## src/rtl/vga_timing_gen.sv

```systemverilog
// vga_timing_gen: 640x480@60Hz raster timing from a 25 MHz pixel clock.
// hCount/vCount are the only timing state. Every output is decoded
// combinationally from those registers, so outputs describe the current
// counter state with zero latency.
// Optional build macro VGA_FRAME_COUNT_EN adds a 16-bit frame counter
// output (frameCount).
module vga_timing_gen #(
  parameter int WIDTH  = 640,
  parameter int HEIGHT = 480,
  parameter int H_FP   = 16,
  parameter int H_SYNC = 96,
  parameter int H_BP   = 48,
  parameter int V_FP   = 10,
  parameter int V_SYNC = 2,
  parameter int V_BP   = 33
) (
  input  logic        clk25,
  input  logic        reset,
  output logic        screenEnd,
  output logic        active,
  output logic        hSync,
  output logic        vSync,
  output logic [9:0]  x,
  output logic [8:0]  y
`ifdef VGA_FRAME_COUNT_EN
  , output logic [15:0] frameCount
`endif
);

  localparam int H_TOTAL = WIDTH + H_FP + H_SYNC + H_BP;
  localparam int V_TOTAL = HEIGHT + V_FP + V_SYNC + V_BP;

  // 10-bit decode constants so all compares are the same width as the counters
  localparam logic [9:0] H_LAST = 10'(H_TOTAL - 1);
  localparam logic [9:0] V_LAST = 10'(V_TOTAL - 1);
  localparam logic [9:0] H_VIS  = 10'(WIDTH);
  localparam logic [9:0] V_VIS  = 10'(HEIGHT);
  localparam logic [9:0] H_SS   = 10'(WIDTH + H_FP);
  localparam logic [9:0] H_SE   = 10'(WIDTH + H_FP + H_SYNC);
  localparam logic [9:0] V_SS   = 10'(HEIGHT + V_FP);
  localparam logic [9:0] V_SE   = 10'(HEIGHT + V_FP + V_SYNC);

  logic [9:0] hCount;
  logic [9:0] vCount;

  // Raster counters: hCount every cycle, vCount on each line wrap
  always_ff @(posedge clk25) begin
    if (!reset) begin
      hCount <= '0;
      vCount <= '0;
    end else if (hCount == H_LAST) begin
      hCount <= '0;
      vCount <= (vCount == V_LAST) ? '0 : vCount + 10'd1;
    end else begin
      hCount <= hCount + 10'd1;
    end
  end

  // Output decode from registered counters only (screenEnd feeds an edge-sensitive consumer)
  always_comb begin
    active    = (hCount < H_VIS) && (vCount < V_VIS);
    x         = active ? hCount : '0;
    y         = active ? vCount[8:0] : '0;
    hSync     = !((hCount >= H_SS) && (hCount < H_SE));
    vSync     = !((vCount >= V_SS) && (vCount < V_SE));
    screenEnd = (hCount == '0) && (vCount == V_VIS);
  end

`ifdef VGA_FRAME_COUNT_EN
  // Frame counter advances on the edge that closes the screenEnd cycle
  always_ff @(posedge clk25) begin
    if (!reset)         frameCount <= '0;
    else if (screenEnd) frameCount <= frameCount + 16'd1;
  end
`endif

endmodule

```

## config.mk

```make
export PLATFORM = sky130hd
export DESIGN_NAME = vga_timing_gen
export DESIGN_NICKNAME = d
export VERILOG_FILES = /design/src/rtl/vga_timing_gen.sv
export SDC_FILE = /design/constraint.sdc
export NUM_CORES = 1
export LEC_CHECK = 0
export ABC_AREA = 1
export BUFFER_PORTS_ARGS = -buffer_cell sky130_fd_sc_hd__buf_2
export CAP_MARGIN = 20
export CELL_PAD_IN_SITES_DETAIL_PLACEMENT = 1
export CELL_PAD_IN_SITES_GLOBAL_PLACEMENT = 2
export CORE_ASPECT_RATIO = 0.5
export CORE_MARGIN = 2
export CORE_UTILIZATION = 28
export DETAILED_ROUTE_END_ITERATION = 10
export PLACE_DENSITY = 0.79
export SLEW_MARGIN = 25
export SYNTH_ARGS = -nofsm -noshare
export SYNTH_HDL_FRONTEND = slang
export SYNTH_SLANG_ARGS = --single-unit
```

## constraint.sdc

```tcl
create_clock -name clk25 -period 1.9 [get_ports clk25]
set_input_delay 0 -clock clk25 [delete_from_list [all_inputs] [get_ports clk25]]
set_output_delay 0 -clock clk25 [all_outputs]
set_load 0.02 [all_outputs]
```

==> reports/qor.yml, run 1 <==
ant_nets: 0
synth.distinct_cells: 22
cp_num_cells: 6
io_pins: 25
placement.io_buffers: 24
maxSlewHeadroom: 0.6615
endpoint: "x[9]"
timing.reg2reg.setup_slack_ns: 0.20
final_max_slew_viol_count: 0
timing_worst_slew_pin_value_ns: 0.5072
crit_arrival_ns: 1.74
cts.repair.resized: 0
first_global_vias: 1261
drt_iter0_markers: 18
postCtsHoldBufs: 0
finalWirelength_mm: 3.641
yosysTopAreaCell: "sky130_fd_sc_hd__dfxtp_1"
yosysSeqAreaShare: 0.3080
cts.clk_slew.worst_paths_ns: 0.08
post_placement_worst_setup_slack_ns: 0.2403
post_route_cells_drive_above_1_share: 0.2000
static-leakage-power_nw: 0.7046
critical-path-slowest-cell: "sky130_fd_sc_hd__dfxtp_1"
worstSkewPairLatency_ns: 0.26
ir_worst_vdd_v: 0.0001965
path_class: "reg2out"
antenna_found_initial: 0
drc_errors: 0
path_buf_inv: 2
netlist_top_cells_area: "sky130_fd_sc_hd__dfxtp_1 31%, sky130_fd_sc_hd__nor2_1 14%, sky130_fd_sc_hd__nand2_1 13%"
power_frac_clock: 0.385
n_antenna_cell: 0
layout_stage_area_growth_over_the_synthesis_result_pct: 16.17
skew_ns: 0.003090
die_w_um: 100.4
syn_avg_cell_area_um2: 6.190
setup_total_negative_slack_ns: 0
p_total_w: 0.0007645
final-hold-violation-count: 0
core_area_um2: 4424
worstReg2RegStart: "hCount[0]"
die-height_um: 52.18
pwr-share-seq: 0.562
power_density_nw_per_um2: 506.2
setup.worst_path.end_class: "output port"
routed_via_count_divided_by_cell_count: 4.616
clockRootBuffer: "sky130_fd_sc_hd__clkbuf_8"
fillerInstances: 617
multi_input_area_um2: 753.2
post-route-worst-setup-slack_ns: 0.1600
dr_total_vias: 1348
routedWlPerCell_um: 12.47
power.combinational.fraction: 0.053
synth_area_um2: 1300
setup_viol_count_final: 0
post-dp-hpwl_mm: 2.870
grt_setup_unrepaired: "false"
first_pass_grt_wire_length_mm: 5.934
tritoncts: "built"
crit_chain: "inv_1 > nor3_1 > nor3_2 > nand2_2 > nor2_1 > buf_2"
worstHoldPathCells: 3
synth-seq-cells: 20
synth_top_area_share: 0.3080
slowest_delay_ns: 0.35
routabilityCongestion: 0.8483
power.switching_w: 0.0001851
post-route-min-period_ns: 1.740
globalRoute.totalOverflow: 0
highest_fanout_seen_on_the_critical_path: 19
place_inst: 289
cts.sink_count: 20
timing.critical_path.max_delay_family: "simple AND/OR/NAND/NOR gates"
total_die_area_um2: 5237
rr_worst_depth: 8
internal_portion_of_total_power_w: 0.0005794
cap_violations: 0
post_layout_nonfiller_instances: 292
globalRouteTotalUtil: 0.1468
start_kind: "flip-flop"
timing.final.crit_share: 0.9158
clock_tree.htree_level_count: 1
critical_path.reg2reg.endpoint: "vCount[9]"
switching_share: 0.2422
status: "finished clean"
critical_path_required_time_ns: 1.90
maximum_number_of_pins_on_one_net_before_global_route_repair: 20
synth_nets: 216
post_synth_inst_count: 210
ctsLongestPathBuffers: 2
dr.pass1.iters: 4
rows: 17
fmaxAchievable_ghz: 0.5747
worst_hold_startpoint: "reset"
start_util: 0.2938
yosys_warnings: 0
postCtsSetupBuffers: 0
regArea_um2: 400.4
fin_nets: 243
worst_hold_path_type: "in2reg"
num_cts_buffers: 3
startpoint: "hCount[9]"
==> state kept, by name, summed over array words and instances, names as in the netlist <==
name,flops
vCount,10
hCount,10
==> worst min-delay path by stage <==
| stage | to | slack, ns |
|---|---|---|
| detailed placement | vCount[0] | 0.32 |
| CTS | vCount[0] | 0.03 |
| finish | vCount[0] | 0.04 |
| floorplan | vCount[0] | 0.14 |
| global route | vCount[0] | 0.05 |
| global placement | vCount[0] | 0.32 |
==> cells by family after synthesis <==
logic type                 share of synthesized area
buffers and inverters                         0.1126
xor gates and xnor gates                     0.02022
DFF                                           0.3080
and+or+nand+nor                               0.4793
AOI/OAI and AO/OA                            0.04138
adders and majority gates                    0.03850
==> synthesized netlist by cell type, drive strengths merged <==
cell,n
inv,33
nand3,18
buf,2
nor3,5
nor2,56
ha,4
nand4,4
nand3b,1
a21oi,4
nor3b,2
o21ai,6
nand2,51
xor2,3
nor4,1
dfxtp,20
==> power groups by stage <==
stage | registers (W) | clock network (W) | logic (W)
2_1_floorplan | 0.000438 | 0 | 0.0000287
5_1_grt | 0.000431 | 0.000320 | 0.0000458
4_1_cts | 0.000429 | 0.000308 | 0.0000420
3_5_place_dp | 0.000439 | 0 | 0.0000419
6_report | 0.000429 | 0.000294 | 0.0000407
3_3_place_gp | 0.000439 | 0 | 0.0000416
==> area by class of cell <==
type,count,area share
repair buffers,24,0.07954
well taps,57,0.04722
multi-input cells,155,0.4988
clock buffers,3,0.02734
flip-flops and latches,20,0.2651
inverters,33,0.08202
==> stage by stage <==
step | util | hold slack [ns] | instance area (µm²)
final | 0.3413 | 0.03675 | 1510
after global routing | 0.3413 | 0.04741 | 1510
after CTS | 0.3413 | 0.03438 | 1510
after detailed placement | 0.3320 | 0.3224 | 1469
after global placement | 0.3320 | 0.3231 | 1469
after floorplan | - | 0.1384 | 1300
==> worst reg2reg max path, delay by kind of cell (launching register included) <==
kind / cells / cell delay [ns]
simple gates: 7 / 1.00
fa+ha+maj: 1 / 0.23
flops: 1 / 0.38
==> placed cells by master, fill, tap and decap left out, drive strengths merged, types with 5 or more instances in the layout <==
cell type  netlist  layout
nor3             5       5
buf              2      24
nand3           18      18
nor2            56      56
inv             33      33
o21ai            6       6
dfxtp           20      20
nand2           51      51
==> per-layer routing <==
| metal | vias to the layer above | track usage | share of wire |
|---|---|---|---|
| li1 | 701 | - | - |
| met1 | 627 | 0.2010 | 0.53 |
| met4 | 0 | 0.03425 | 0.0099 |
| met3 | 5 | 0.02800 | 0.026 |
| met5 | - | 0 | 0 |
| met2 | 15 | 0.2416 | 0.44 |
Note: power is estimated with default switching activity, not from simulation.
==> inputs of run 2 (changes only) <==
- ABC_AREA: 1 -> unset
- CORE_UTILIZATION: 28 -> 31
==> run 2 against run 1 <==
Effect of this change:
- register-to-register slack worse by 0.13 ns
- via count is 17% lower
- synthesized area is 7.0% lower
- final area is 0.91% higher
- clock skew is 0.00089 ns lower
- sequential power hardly changed
- cell count is 21% lower
- sequential share of layout area is 0.16 points lower
- sequential cell count stayed put
- first-iteration DRC count is 33% higher
- total power is 0.54% lower
- critical path type is now reg2reg
- critical endpoint is now vCount[3]
==> reports/qor.yml, run 2 <==
post-synth-top-count-cell: "sky130_fd_sc_hd__dfxtp_1"
globalRoute.totalOverflow: 0
critical-path-slowest-cell: "sky130_fd_sc_hd__or3_1"
synth-seq-cells: 20
routabilityCongestion: 0.7190
ys_async_sr_fraction: 0
crit_chain: "ha_2 > nand4_4 > or3_1 > o31ai_4 > nor2_1"
pwr-share-seq: 0.566
final_max_slew_viol_count: 0
power_frac_clock: 0.366
status: "finished clean"
top_registers: "hCount: 10 flops, vCount: 10 flops"
ys.flop_type: "sky130_fd_sc_hd__dfxtp_1"
finish.utilization: 0.4251
first_pass_grt_wire_length_mm: 5.071
clock_tree.htree_level_count: 1
power.combinational.fraction: 0.068
start_kind: "flip-flop"
worstSkewPairLatency_ns: 0.26
layout_commonest_cell: "sky130_fd_sc_hd__buf_2"
timing.critical_path.max_delay_family: "simple AND/OR/NAND/NOR gates"
netlist_top_cells_area: "sky130_fd_sc_hd__dfxtp_1 33%, sky130_fd_sc_hd__and2_1 9.3%, sky130_fd_sc_hd__nor2_1 5.6%"
timing.final.crit_share: 0.9606
drt_iter0_markers: 24
yosysSeqAreaShare: 0.3313
place_inst: 228
dr_total_vias: 1124
globalRouteTotalUtil: 0.1559
postCtsSetupBuffers: 0
ir_worst_vdd_v: 0.0001873
static-leakage-power_nw: 0.6986
path_buf_inv: 0
cap_violations: 0
fmaxAchievable_ghz: 0.5479
switching_share: 0.2271
skew_ns: 0.002196
post_route_cells_drive_above_1_share: 0.2944
timing_worst_slew_pin_value_ns: 0.4020
setup.worst_path.end_class: "flip-flop"
drc_errors: 0
placement.io_buffers: 24
dr.pass1.iters: 4
core_area_um2: 3585
fillerInstances: 459
grt.met3_usage: 0.04482
first_global_vias: 1029
path_class: "reg2reg"
final-hold-violation-count: 0
syn_avg_cell_area_um2: 8.393
post_synth_inst_count: 144
synth_top_area_share: 0.3313
maximum_number_of_pins_on_one_net_before_global_route_repair: 20
post_layout_nonfiller_instances: 231
fin_nets: 188
layout_stage_area_growth_over_the_synthesis_result_pct: 26.09
crit_arrival_ns: 1.96
num_cts_buffers: 3
post-dp-hpwl_mm: 2.595
multi_input_area_um2: 743.2
synth.distinct_cells: 37
die_w_um: 92.31
synth_area_um2: 1209
grt_use_met1: 0.2015
ctsLongestPathBuffers: 2
n_antenna_cell: 0
routed_via_count_divided_by_cell_count: 4.866
yosys_warnings: 0
total_die_area_um2: 4445
synthTopCellsByCount: "20 x sky130_fd_sc_hd__dfxtp_1, 18 x sky130_fd_sc_hd__and2_1, 18 x sky130_fd_sc_hd__nor2_1"
regArea_um2: 401.6
grt_setup_unrepaired: "false"
global_routing_s_busiest_layer: "met2"
slowest_delay_ns: 0.48
yosysTopAreaCell: "sky130_fd_sc_hd__dfxtp_1"
setup_viol_count_final: 0
die-height_um: 48.16
grt_use_met2: 0.2657
ant_nets: 0
worst_hold_path_type: "in2reg"
power_density_nw_per_um2: 499.0
start_util: 0.3372
synth_nets: 150
critical_path_required_time_ns: 2.04
internal_portion_of_total_power_w: 0.0005878
cts.sink_count: 20
post-route-min-period_ns: 1.825
power.switching_w: 0.0001727
finalWirelength_mm: 3.245
rows: 15
layout_common_cells: "24 x sky130_fd_sc_hd__buf_2, 19 x sky130_fd_sc_hd__dfxtp_1, 18 x sky130_fd_sc_hd__and2_1, 18 x sky130_fd_sc_hd__nor2_1, 17 x sky130_fd_sc_hd__buf_4"
clockRootBuffer: "sky130_fd_sc_hd__clkbuf_8"
tritoncts: "built"
highest_fanout_seen_on_the_critical_path: 8
antenna_found_initial: 0
cts.clk_slew.worst_paths_ns: 0.07
synth_enable_flop_cells: 0
maxSlewHeadroom: 0.7295
io_pins: 25
routedWlPerCell_um: 14.05
-- run 2: final timing paths --
path             start         to  slack (ns)  depth (start not counted)
max reg2reg  hCount[1]  vCount[3]        0.07                          5
min              reset  vCount[6]        0.08                          3
max          hCount[1]  vCount[3]        0.07                          5
min reg2reg  vCount[6]  vCount[6]        0.54                          2
-- run 2: power groups by stage --
stage	Combinational [W]	Sequential (W)	Clock, W
3_5_place_dp	0.0000520	0.000440	0
5_1_grt	0.0000558	0.000431	0.000309
6_report	0.0000517	0.000431	0.000278
4_1_cts	0.0000523	0.000431	0.000293
3_3_place_gp	0.0000511	0.000439	0
2_1_floorplan	0.0000291	0.000440	0
-- run 2: what timing repair did --
item	CTS	global route
resized for setup	2	0
pin swaps	0	1
hold buffers	0	0
endpoints found under the setup margin	3	2
-- run 2: through the flow --
| stage | TNS, ns | total power [W] | hold slack (ns) | setup WS (ns) | cell area [µm²] |
|---|---|---|---|---|---|
| after global routing | 0 | 0.0007961 | 0.07308 | 0.005100 | 1524 |
| final | 0 | 0.0007604 | 0.07845 | 0.07484 | 1524 |
| after CTS | 0 | 0.0007756 | 0.06523 | 0.03652 | 1524 |
| after global placement | 0 | 0.0004899 | 0.3375 | 0.08271 | 1479 |
| after detailed placement | -0.05604 | 0.0004918 | 0.3473 | -0.02162 | 1479 |
| after floorplan | 0 | 0.0004693 | 0.1459 | 0.09697 | 1209 |
-- run 2: cells by family after synthesis --
family	count (synthesis)	share of synthesized area
buffers and inverters	15	0.05590
AOI/OAI and AO/OA	7	0.04348
DFF	20	0.3313
muxes	3	0.02485
adders and majority gates	4	0.04141
and+or+nand+nor	82	0.4089
xor gates and xnor gates	13	0.09420
-- run 2: final cells by class --
cell class | count | area share
multi-input cells | 109 | 0.4877
flip-flops and latches | 20 | 0.2635
repair buffers | 41 | 0.1626
well taps | 51 | 0.04187
clock buffers | 3 | 0.02709
inverters | 7 | 0.01724
-- run 2: worst register-to-register path, delay by kind of cell (launching register included) --
kind	cells	cell delay, ns
AND/OR/NAND/NOR	3	0.75
flip-flops	1	0.37
adder cells (fa/ha/maj)	1	0.21
AO/OA/AOI/OAI	1	0.37
-- run 2: layer usage --
layer,vias to the layer above,part of all wire,wire length [µm]
met5,-,0,0
met4,0,0.0037,12
met3,3,0.041,133
met2,22,0.44,1427
met1,537,0.52,1672
li1,562,-,-
